File: config.mk
export PLATFORM = sky130hd
export DESIGN_NAME = rvm_adder_arbiter
export DESIGN_NICKNAME = d
export VERILOG_FILES = /design/src/rtl/rvm_adder_arbiter_pkg.sv /design/src/rtl/rvm_adder.sv /design/src/rtl/rvm_rr_pick.sv /design/src/rtl/rvm_adder_arbiter.sv
export SDC_FILE = /design/constraint.sdc
export NUM_CORES = 1
export LEC_CHECK = 0
export BUFFER_PORTS_ARGS = -buffer_cell sky130_fd_sc_hd__buf_2
export CAP_MARGIN = 10
export CORE_UTILIZATION = 48
export CTS_CLUSTER_SIZE = 14
export DETAILED_ROUTE_END_ITERATION = 8
export PLACE_DENSITY = 0.84
export SYNTH_ARGS = -nofsm -noshare
export SYNTH_HDL_FRONTEND = slang
export SYNTH_HIERARCHICAL = 1
export SYNTH_SLANG_ARGS = --single-unit
export TNS_END_PERCENT = 10
File: constraint.sdc
create_clock -name clk -period 4.6 [get_ports clk]
set_clock_uncertainty 0.2 [all_clocks]
set_input_delay 0.92 -clock clk [delete_from_list [all_inputs] [get_ports clk]]
set_output_delay 0.92 -clock clk [all_outputs]
set_load 0.01 [all_outputs]
File: src/rtl/rvm_adder_arbiter_pkg.sv
// ============================================================================
// Module   : rvm_adder_arbiter_pkg
// Purpose  : Shared adder op encodings and arbiter state encodings.
// Revision : 1.0
// ============================================================================
`default_nettype none

package rvm_adder_arbiter_pkg;

  localparam logic [2:0] RVM_ARITH_NOP = 3'b000;
  localparam logic [2:0] RVM_ARITH_ADD = 3'b001;
  localparam logic [2:0] RVM_ARITH_SUB = 3'b010;

  typedef logic [1:0] addarb_state_t;

  localparam addarb_state_t RVM_ADDARB_IDLE = 2'd0;
  localparam addarb_state_t RVM_ADDARB_EXEC = 2'd1;
  localparam addarb_state_t RVM_ADDARB_RESP = 2'd2;

  function automatic logic is_defined_op(input logic [2:0] op);
    return (op == RVM_ARITH_NOP) || (op == RVM_ARITH_ADD) || (op == RVM_ARITH_SUB);
  endfunction

endpackage

`default_nettype wire

File: src/rtl/rvm_adder.sv
// ============================================================================
// Module   : rvm_adder
// Purpose  : Combinational 32-bit add/sub with carry/borrow, overflow, bad-op.
// Revision : 1.0
// ============================================================================
`default_nettype none

module rvm_adder
  import rvm_adder_arbiter_pkg::*;
(
  input  logic [2:0]  op,
  input  logic [31:0] lhs,
  input  logic [31:0] rhs,
  output logic [32:0] result,
  output logic        ovf,
  output logic        err
);

  always_comb begin
    result = 33'd0;
    ovf    = 1'b0;
    err    = !is_defined_op(op);
    case (op)
      RVM_ARITH_ADD: begin
        result = {1'b0, lhs} + {1'b0, rhs};
        ovf    = (lhs[31] == rhs[31]) && (result[31] != lhs[31]);
      end
      RVM_ARITH_SUB: begin
        // bit 32 of the 33-bit difference is the unsigned borrow
        result = {1'b0, lhs} - {1'b0, rhs};
        ovf    = (lhs[31] != rhs[31]) && (result[31] != lhs[31]);
      end
      default: begin
        result = 33'd0;
        ovf    = 1'b0;
      end
    endcase
  end

endmodule

`default_nettype wire

File: src/rtl/rvm_rr_pick.sv
// ============================================================================
// Module   : rvm_rr_pick
// Purpose  : Combinational round-robin picker, searching upward from last+1.
// Revision : 1.0
// ============================================================================
`default_nettype none

module rvm_rr_pick #(
  parameter int NREQ = 4
) (
  input  logic [NREQ-1:0] req,
  input  logic [2:0]      last,
  output logic [NREQ-1:0] grant,
  output logic [2:0]      idx
);

  logic w_found;

  always_comb begin
    grant   = '0;
    idx     = 3'd0;
    w_found = 1'b0;
    // offset k walks priority order; i is kept constant for static indexing
    for (int k = 1; k <= NREQ; k++) begin
      for (int i = 0; i < NREQ; i++) begin
        if (!w_found && req[i] && (i == ((int'(last) + k) % NREQ))) begin
          w_found  = 1'b1;
          grant[i] = 1'b1;
          idx      = 3'(i);
        end
      end
    end
  end

endmodule

`default_nettype wire

File: src/rtl/rvm_adder_arbiter.sv
// ============================================================================
// Module   : rvm_adder_arbiter
// Purpose  : Round-robin front-end sharing one rvm_adder, one op in flight.
// Revision : 1.0
// ============================================================================
`default_nettype none

module rvm_adder_arbiter
  import rvm_adder_arbiter_pkg::*;
#(
  parameter int NREQ = 4
) (
  input  logic             clk,
  input  logic             reset,
  input  logic [NREQ-1:0]  req_valid,
  input  logic [3*NREQ-1:0]  req_op,
  input  logic [32*NREQ-1:0] req_lhs,
  input  logic [32*NREQ-1:0] req_rhs,
  output logic [NREQ-1:0]  req_ready,
  output logic             rsp_valid,
  output logic [2:0]       rsp_id,
  output logic [32:0]      rsp_result,
  output logic             rsp_ovf,
  output logic             rsp_err,
  input  logic             rsp_ready
);

  addarb_state_t r_state;
  addarb_state_t w_next_state;

  logic [2:0]      r_last;
  logic [2:0]      r_op;
  logic [2:0]      r_id;
  logic [31:0]     r_lhs;
  logic [31:0]     r_rhs;
  logic [2:0]      r_rsp_id;
  logic [32:0]     r_rsp_result;
  logic            r_rsp_ovf;
  logic            r_rsp_err;

  logic            w_grant_opp;
  logic [NREQ-1:0] w_pick_grant;
  logic [2:0]      w_pick_idx;
  logic [2:0]      w_sel_op;
  logic [31:0]     w_sel_lhs;
  logic [31:0]     w_sel_rhs;
  logic [2:0]      w_add_op;
  logic [31:0]     w_add_lhs;
  logic [31:0]     w_add_rhs;
  logic [32:0]     w_add_result;
  logic            w_add_ovf;
  logic            w_add_err;

  rvm_rr_pick #(.NREQ(NREQ)) u_pick (
    .req   (req_valid),
    .last  (r_last),
    .grant (w_pick_grant),
    .idx   (w_pick_idx)
  );

  rvm_adder u_adder (
    .op     (w_add_op),
    .lhs    (w_add_lhs),
    .rhs    (w_add_rhs),
    .result (w_add_result),
    .ovf    (w_add_ovf),
    .err    (w_add_err)
  );

  // A new op may start from IDLE, or from RESP in the same cycle it is consumed
  assign w_grant_opp = !reset && (|req_valid) &&
                       ((r_state == RVM_ADDARB_IDLE) ||
                        ((r_state == RVM_ADDARB_RESP) && rsp_ready));

  always_comb begin
    w_sel_op  = RVM_ARITH_NOP;
    w_sel_lhs = 32'd0;
    w_sel_rhs = 32'd0;
    for (int i = 0; i < NREQ; i++) begin
      if (w_pick_grant[i]) begin
        w_sel_op  = req_op[3*i +: 3];
        w_sel_lhs = req_lhs[32*i +: 32];
        w_sel_rhs = req_rhs[32*i +: 32];
      end
    end
  end

  // State register
  always_ff @(posedge clk) begin
    if (reset) begin
      r_state <= RVM_ADDARB_IDLE;
    end else begin
      r_state <= w_next_state;
    end
  end

  // Next-state logic
  always_comb begin
    w_next_state = r_state;
    case (r_state)
      RVM_ADDARB_IDLE: if (w_grant_opp) w_next_state = RVM_ADDARB_EXEC;
      RVM_ADDARB_EXEC: w_next_state = RVM_ADDARB_RESP;
      RVM_ADDARB_RESP: begin
        if (rsp_ready) begin
          w_next_state = w_grant_opp ? RVM_ADDARB_EXEC : RVM_ADDARB_IDLE;
        end
      end
      default:         w_next_state = RVM_ADDARB_IDLE;
    endcase
  end

  // Outputs; adder sees NOP with zero operands outside EXEC
  always_comb begin
    req_ready = w_grant_opp ? w_pick_grant : '0;
    rsp_valid = (r_state == RVM_ADDARB_RESP);
    w_add_op  = RVM_ARITH_NOP;
    w_add_lhs = 32'd0;
    w_add_rhs = 32'd0;
    if (r_state == RVM_ADDARB_EXEC) begin
      w_add_op  = r_op;
      w_add_lhs = r_lhs;
      w_add_rhs = r_rhs;
    end
  end

  always_ff @(posedge clk) begin
    if (reset) begin
      r_last       <= 3'(NREQ - 1);
      r_op         <= RVM_ARITH_NOP;
      r_id         <= 3'd0;
      r_lhs        <= 32'd0;
      r_rhs        <= 32'd0;
      r_rsp_id     <= 3'd0;
      r_rsp_result <= 33'd0;
      r_rsp_ovf    <= 1'b0;
      r_rsp_err    <= 1'b0;
    end else begin
      if (w_grant_opp) begin
        r_last <= w_pick_idx;
        r_id   <= w_pick_idx;
        r_op   <= w_sel_op;
        r_lhs  <= w_sel_lhs;
        r_rhs  <= w_sel_rhs;
      end
      if (r_state == RVM_ADDARB_EXEC) begin
        r_rsp_id     <= r_id;
        r_rsp_result <= w_add_result;
        r_rsp_ovf    <= w_add_ovf;
        r_rsp_err    <= w_add_err;
      end
    end
  end

  assign rsp_id     = r_rsp_id;
  assign rsp_result = r_rsp_result;
  assign rsp_ovf    = r_rsp_ovf;
  assign rsp_err    = r_rsp_err;

endmodule

`default_nettype wire

# Word level (Yosys, flattened, before mapping)

Index checks and enable logic that the tools add are counted.

Word-level logic and storage cells: 177
Output and inout bits: 43
Register bits after elaboration: 110
Bits of input ports: 275

Add/sub/neg operators: 6
Bitwise gates (word level): 4
Eq/ne operators: 22
Reduce and logical (&&, ||, !) cells: 68
Multiplexer cells: 67

Operator list:

| cell                                          | count |
|---|---|
| two-way mux 32 bit                            | 10 |
| zero test 32 bit                              | 4 |
| one-hot mux 33 bit (2 select lines)           | 1 |
| logical AND 1 bit                             | 36 |
| adder 32 x 32 -> 33 bit                       | 1 |
| subtractor 32 x 32 -> 33 bit                  | 1 |
| two-way mux 1 bit                             | 32 |
| two-way mux 2 bit                             | 16 |
| == test 3 bit, first input constant           | 8 |
| zero test 1 bit                               | 17 |
| two-way mux 3 bit                             | 5 |
| == test 2 x 3 -> 1 bit, first input constant  | 4 |
| OR reduction 2 bit                            | 4 |
| one-hot mux 2 bit (3 select lines)            | 1 |
| adder 2 x 1 -> 2 bit, second input constant   | 2 |
| adder 2 bit, second input constant            | 2 |
| bitwise AND 1 bit, first input constant       | 4 |
| two-way mux 4 bit                             | 1 |
| OR reduction 4 bit                            | 1 |
| == test 3 x 1 -> 1 bit, second input constant | 1 |
| == test 3 x 2 -> 1 bit, second input constant | 1 |
| zero test 3 bit                               | 1 |
| logical OR 1 bit                              | 3 |
| != test 1 bit                                 | 3 |
| 8 further kinds                               | 8 |

# Longest topological paths before layout

Depth in word-level cells: 67
Gate-level depth with buffers: 19
Depth with buffers taken out: 17

# Cells and area by module

Netlist, hierarchy kept.

Modules (own cells, without submodules):

| module            | times used | cells each | sequential area each (um^2) | area an instance (um^2) |
|---|---|---|---|---|
| rvm_adder_arbiter | 1          | 692        | 2242.2                      | 5883.1 |
| rvm_adder         | 1          | 566        | 0.0                         | 3793.6 |
| rvm_rr_pick       | 1          | 25         | 0.0                         | 158.9 |

# Worst setup path before layout

OpenSTA, ideal clock, no wires.

Path type: register to register
Start: register r_state[0]
End: register r_rsp_result[28] (netlist: rsp_result[28])
Period minus slack after synthesis: 4310 ps
Setup time: 132 ps
Cell stages (with the launch flop): 20
Arrival: 3978 ps
Slack: 290 ps
Required time: 4268 ps
Path buffers: 3
Cells stage by stage: dfxtp_1 > clkbuf_1 > nor2b_1 > buf_2 > buf_2 > and2_1 > ha_1 > inv_1 > fa_1 > o21bai_1 > a2111oi_2 > o31ai_2 > a311oi_4 > o31ai_4 > a21oi_1 > o31ai_1 > o21ai_0 > a211o_1 > nand2_1 > a21oi_1

Word-level cells in the longest chain between the ends: 4
Elaborated cells between the ends (all ways): 9
Classes of those cells: 2 x add/sub; 3 x eq/ne; 4 x mux

RTL lines:

| what                                                                           | RTL line                         | source |
|---|---|---|
| from (decl)                                                                    | rvm_adder_arbiter.sv:28          | `addarb_state_t r_state;` |
| from (signal assigned)                                                         | rvm_adder_arbiter.sv:93          | `r_state <= w_next_state;` |
| == test 2 x 1 -> 1 bit (*)                                                     | rvm_adder_arbiter.sv:119         | `if (r_state == RVM_ADDARB_EXEC) begin` |
| two-way mux 32 bit (*)                                                         | rvm_adder_arbiter.sv:119         |  |
| named net w_add_rhs[0]                                                         | rvm_adder_arbiter.sv:49          | `logic [31:0] w_add_rhs;` |
| subtractor 32 x 32 -> 33 bit / adder 32 x 32 -> 33 bit (equally long branches) | rvm_adder.sv:30, rvm_adder.sv:25 |  |
| one-hot mux 33 bit (2 select lines) (*)                                        | rvm_adder.sv:23                  | `case (op)` |
| named net w_add_result[28]                                                     | rvm_adder_arbiter.sv:50          | `logic [32:0] w_add_result;` |
| to (signal assigned)                                                           | rvm_adder_arbiter.sv:147         | `r_rsp_result <= w_add_result;` |
| to (decl)                                                                      | rvm_adder_arbiter.sv:37          | `logic [32:0] r_rsp_result;` |

Mark *: on every way through the listed nets, which the timed path passes. The rest lies on a longest branch.
A chain may end at the register's enable or synchronous reset.

# Worst setup path after layout

Start: register r_state[0]
End: register r_rsp_result[28] (netlist: rsp_result[28])

Word-level cells in the longest chain between the ends: 4
Elaborated cells between the ends (all ways): 9
Classes of those cells: 2 x add/sub; 3 x eq/ne; 4 x mux

RTL lines:

| what                                                                           | RTL line                         | source |
|---|---|---|
| == test 2 x 1 -> 1 bit (*)                                                     | rvm_adder_arbiter.sv:119         |  |
| two-way mux 32 bit (*)                                                         | rvm_adder_arbiter.sv:119         |  |
| named net w_add_lhs[0]                                                         | rvm_adder_arbiter.sv:48          | `logic [31:0] w_add_lhs;` |
| subtractor 32 x 32 -> 33 bit / adder 32 x 32 -> 33 bit (equally long branches) | rvm_adder.sv:30, rvm_adder.sv:25 |  |
| one-hot mux 33 bit (2 select lines) (*)                                        | rvm_adder.sv:23                  |  |
| named net w_add_result[28]                                                     | rvm_adder_arbiter.sv:50          |  |

Marked as above.

==> out/metrics.cfg <==
[status]
status = finished, final reports clean

[die]
die_h_um = 145
start_util_pct = 49.7
die_width_um = 145
design.core.area_mm2 = 0.0198
dieArea_mm2 = 0.0211
rows = 51
ios = 318

[logic_synthesis]
yosysTopAreaCell = dfxtp_1
yosys_warnings = 6
ys_top_cells_by_area = dfxtp_1 23%, ha_1 8.1%, a221oi_1 7.7%
syn_inst = 1283
synth-seq-area-share_pct = 22.8
yosys.area.top_type_share_pct = 22.8
syn_avg_cell_area_um2 = 7.67
synth-edff-count = 0
async_reset_ff_share_pct = 0
yosys_register_bits = 112
synth_area_mm2 = 0.00984
ys_types = 79
synth_nets = 1624
synth_ff_type = dfxtp_1

[clocking]
postCtsHoldBufs = 0
post_cts_buffers = 0
clock_latency_ns = 0.37
ctsLongestPathBuffers = 2
clock-sinks = 112
cts_root_buffer = clkbuf_16
clk_pin_slew_worst_paths_ns = 0.08
cts_made_buffers = 9
cts_max_level = 3
cts_tree = done

[sta]
finalSetupViolCount = 0
hold_viol = 0
report.final.slew_viol_count = 0
slew_headroom_pct = 36.4
timing.hold.ws_ns = 0.255
fin_crit_ns = 4.29
fin_setup_tns_ns = 0
period_share_pct = 93.2
fmax_mhz = 233
rsz0062_at_grt = no
tightestPinTransition_ns = 0.953

[setup_path]
critPathMaxStageDelay_ns = 0.43
crit_slowest_cell = o31ai_2
crit_path_start_kind = flip-flop
endpoint_kind = flip-flop
cp.depth = 16
crit_chain = nor2b_4 > and2_1 > ha_1 > inv_1 > fa_1 > o21bai_1 > a2111oi_2 > o31ai_2 > a311oi_4 > o31ai_4 > a21oi_1 > o31ai_1 > o21ai_0 > a211o_1 > nand2_1 > a21oi_1
cp_max_fo = 20
critPathKind = reg -> reg
required_ns = 4.63
path_common_cell = a21oi_1
critPathLaunch = r_state[0]$_SDFFE_PP0P_
timing.rr.start = r_state[0]$_SDFFE_PP0P_
arrival_ns = 4.31
critPathTopFamily = compound AO/OA/AOI/OAI gates
ff2ff_path_depth = 16
critPathBufInv = 1

[worst_hold_path]
hold_class = reg -> reg
min_from = rsp_result[23]$_SDFFE_PP0N_
hold-path-cell-count = 2

[drt]
drt_iter0_markers = 1253
dr.pass1.iters = 6
wl_per_cell_um = 21.0
finalWirelength_um = 37400
remaining_drc_errors = 0
routed_via_density = 6.60
antenna_left = 0
vias = 11800

[global_route]
grt_pass1_wl_um = 58200
overflow = 0
grt_pass1_vias = 10700
grt_max_degree = 74
antenna_found_initial = 5
grt_use_total_pct = 34.2

[placement]
gp_congestion = 1.02
io_buffer_count = 317
hpwlAfterDp_um = 27900
placed_area_mm2 = 0.0114

[power_and_ir_drop]
comb_power_share_pct = 40.2
swShare_pct = 39.9
internal_power_mw = 1.99
seq_power_share_pct = 34.5
p_clk_share_pct = 25.2
p_per_area_mw_per_mm2 = 281
ir_drop_uv = 235
p_sw_mw = 1.32
p_leak_nw = 5.12

[finish]
drive_above_1_share_pct = 26.1
fin_nets = 1848
design_area_mm2 = 0.0118
area_growth_pct = 19.6
fillCellCount = 1893

[job]
cap_violations = 0

-- metal layers --
| metal | global-route usage [%] | part of all wire [%] | wire length, um |
|---|---|---|---|
| met5 | 0 | 0 | 0 |
| met4 | 10.5 | 2.2 | 827 |
| met3 | 7.48 | 11 | 3970 |
| met2 | 50.7 | 44 | 16300 |
| met1 | 48.9 | 43 | 16200 |
-- final timing paths --
check / end / slack [ns]
min: rsp_result[23]$_SDFFE_PP0N_ / 0.25
max reg2reg: rsp_result[28]$_SDFFE_PP0N_ / 0.31
max: rsp_result[28]$_SDFFE_PP0N_ / 0.31
min reg2reg: rsp_result[23]$_SDFFE_PP0N_ / 0.25
-- tightest hold or removal path, delay by kind of cell (launching register included) --
| family | cells | cell delay (ns) |
|---|---|---|
| DFF | 1 | 0.31 |
| and+or+nand+nor | 1 | 0.05 |
| AOI/OAI and AO/OA | 1 | 0.05 |
-- Yosys cell counts, types with 3 or more instances --
library cell,count
a21oi_1,127
dfxtp_1,112
clkbuf_1,105
nand2_1,97
a221oi_1,86
o31ai_1,77
and2_1,72
o22ai_1,70
inv_1,69
o311ai_0,67
nor2_1,65
ha_1,64
o21ai_0,25
a21o_1,24
nand2b_1,19
o22a_1,17
a211oi_1,11
buf_2,11
o21bai_1,11
buf_6,9
nor2b_1,9
nor3_1,9
o21a_1,8
a31oi_1,6
a211o_1,5
nor4_1,5
o211ai_1,5
o32ai_1,5
or2_2,5
or3_1,5
and3_1,4
buf_1,4
nand4_1,4
o31a_1,4
or4_1,4
a221o_1,3
o2111ai_1,3
o221a_2,3
-- cell families (layout without fill, tap and decap cells) --
family          count (synthesis)  after routing  synth area share [%]
other cells                     1              7                0.0381
xor+xnor                        1              1                0.0891
mux                             3              3                 0.318
buf+inv                       201            430                  8.55
simple gates                  311            311                  15.8
fa+ha+maj                      66             66                  8.55
flops                         112            112                  22.8
compound gates                588            588                  43.9
-- state kept, by name, summed over array words and instances (netlist names) --
register	flops
r_id	2
rsp_id	3
r_lhs	32
r_state	2
rsp_result	33
rsp_ovf	1
rsp_err	1
r_op	3
r_last	3
r_rhs	32
-- timing repair --
action / 4_1_cts / 5_1_grt
endpoints found under the hold margin: 0 / 0
gates resized for setup: 0 / 2
setup endpoints to repair: 0 / 2
-- metrics by stage --
stage | util, % | cells | total power, mW | setup slack [ns]
2_1_floorplan | - | 1283 | 2.02 | 0.290
3_5_place_dp | 57.8 | 1761 | 2.45 | 0.304
3_3_place_gp | 57.8 | 1761 | 2.44 | 0.446
6_report | 59.5 | 1783 | 3.31 | 0.314
4_1_cts | 59.4 | 1777 | 3.27 | 0.287
5_1_grt | 59.5 | 1782 | 3.48 | 0.0163
-- layout by cell type, fill, tap and decap left out, types with 17 or more instances in the layout --
cell type / count
buf_2: 317
a21oi_1: 127
dfxtp_1: 111
nand2_1: 97
a221oi_1: 86
o31ai_1: 77
and2_1: 72
o22ai_1: 70
inv_1: 68
o311ai_0: 67
nor2_1: 65
ha_1: 64
buf_4: 26
o21ai_0: 25
a21o_1: 24
nand2b_1: 17
o22a_1: 17
-- layout make-up --
type,instances,area [um^2],area share (%)
Inverter,70,263,2.23
Tap cell,265,332,2.82
Clock buffer,10,239,2.03
Sequential cell,112,2240,19.1
Clock inverter,6,67.6,0.574
Multi-Input combinational cell,970,6810,57.9
Antenna cell,6,15.0,0.128
Timing Repair Buffer,344,1790,15.2
-- power by group through the flow --
stage                     registers (mW)  logic, mW  clock network (mW)
after global routing                1.15       1.44               0.885
after CTS                           1.14       1.30               0.840
after detailed placement            1.16       1.29                   0
after global placement              1.16       1.28                   0
final                               1.14       1.33               0.835
after floorplan                     1.12      0.899                   0
Note: power is estimated with default switching activity, not from simulation.
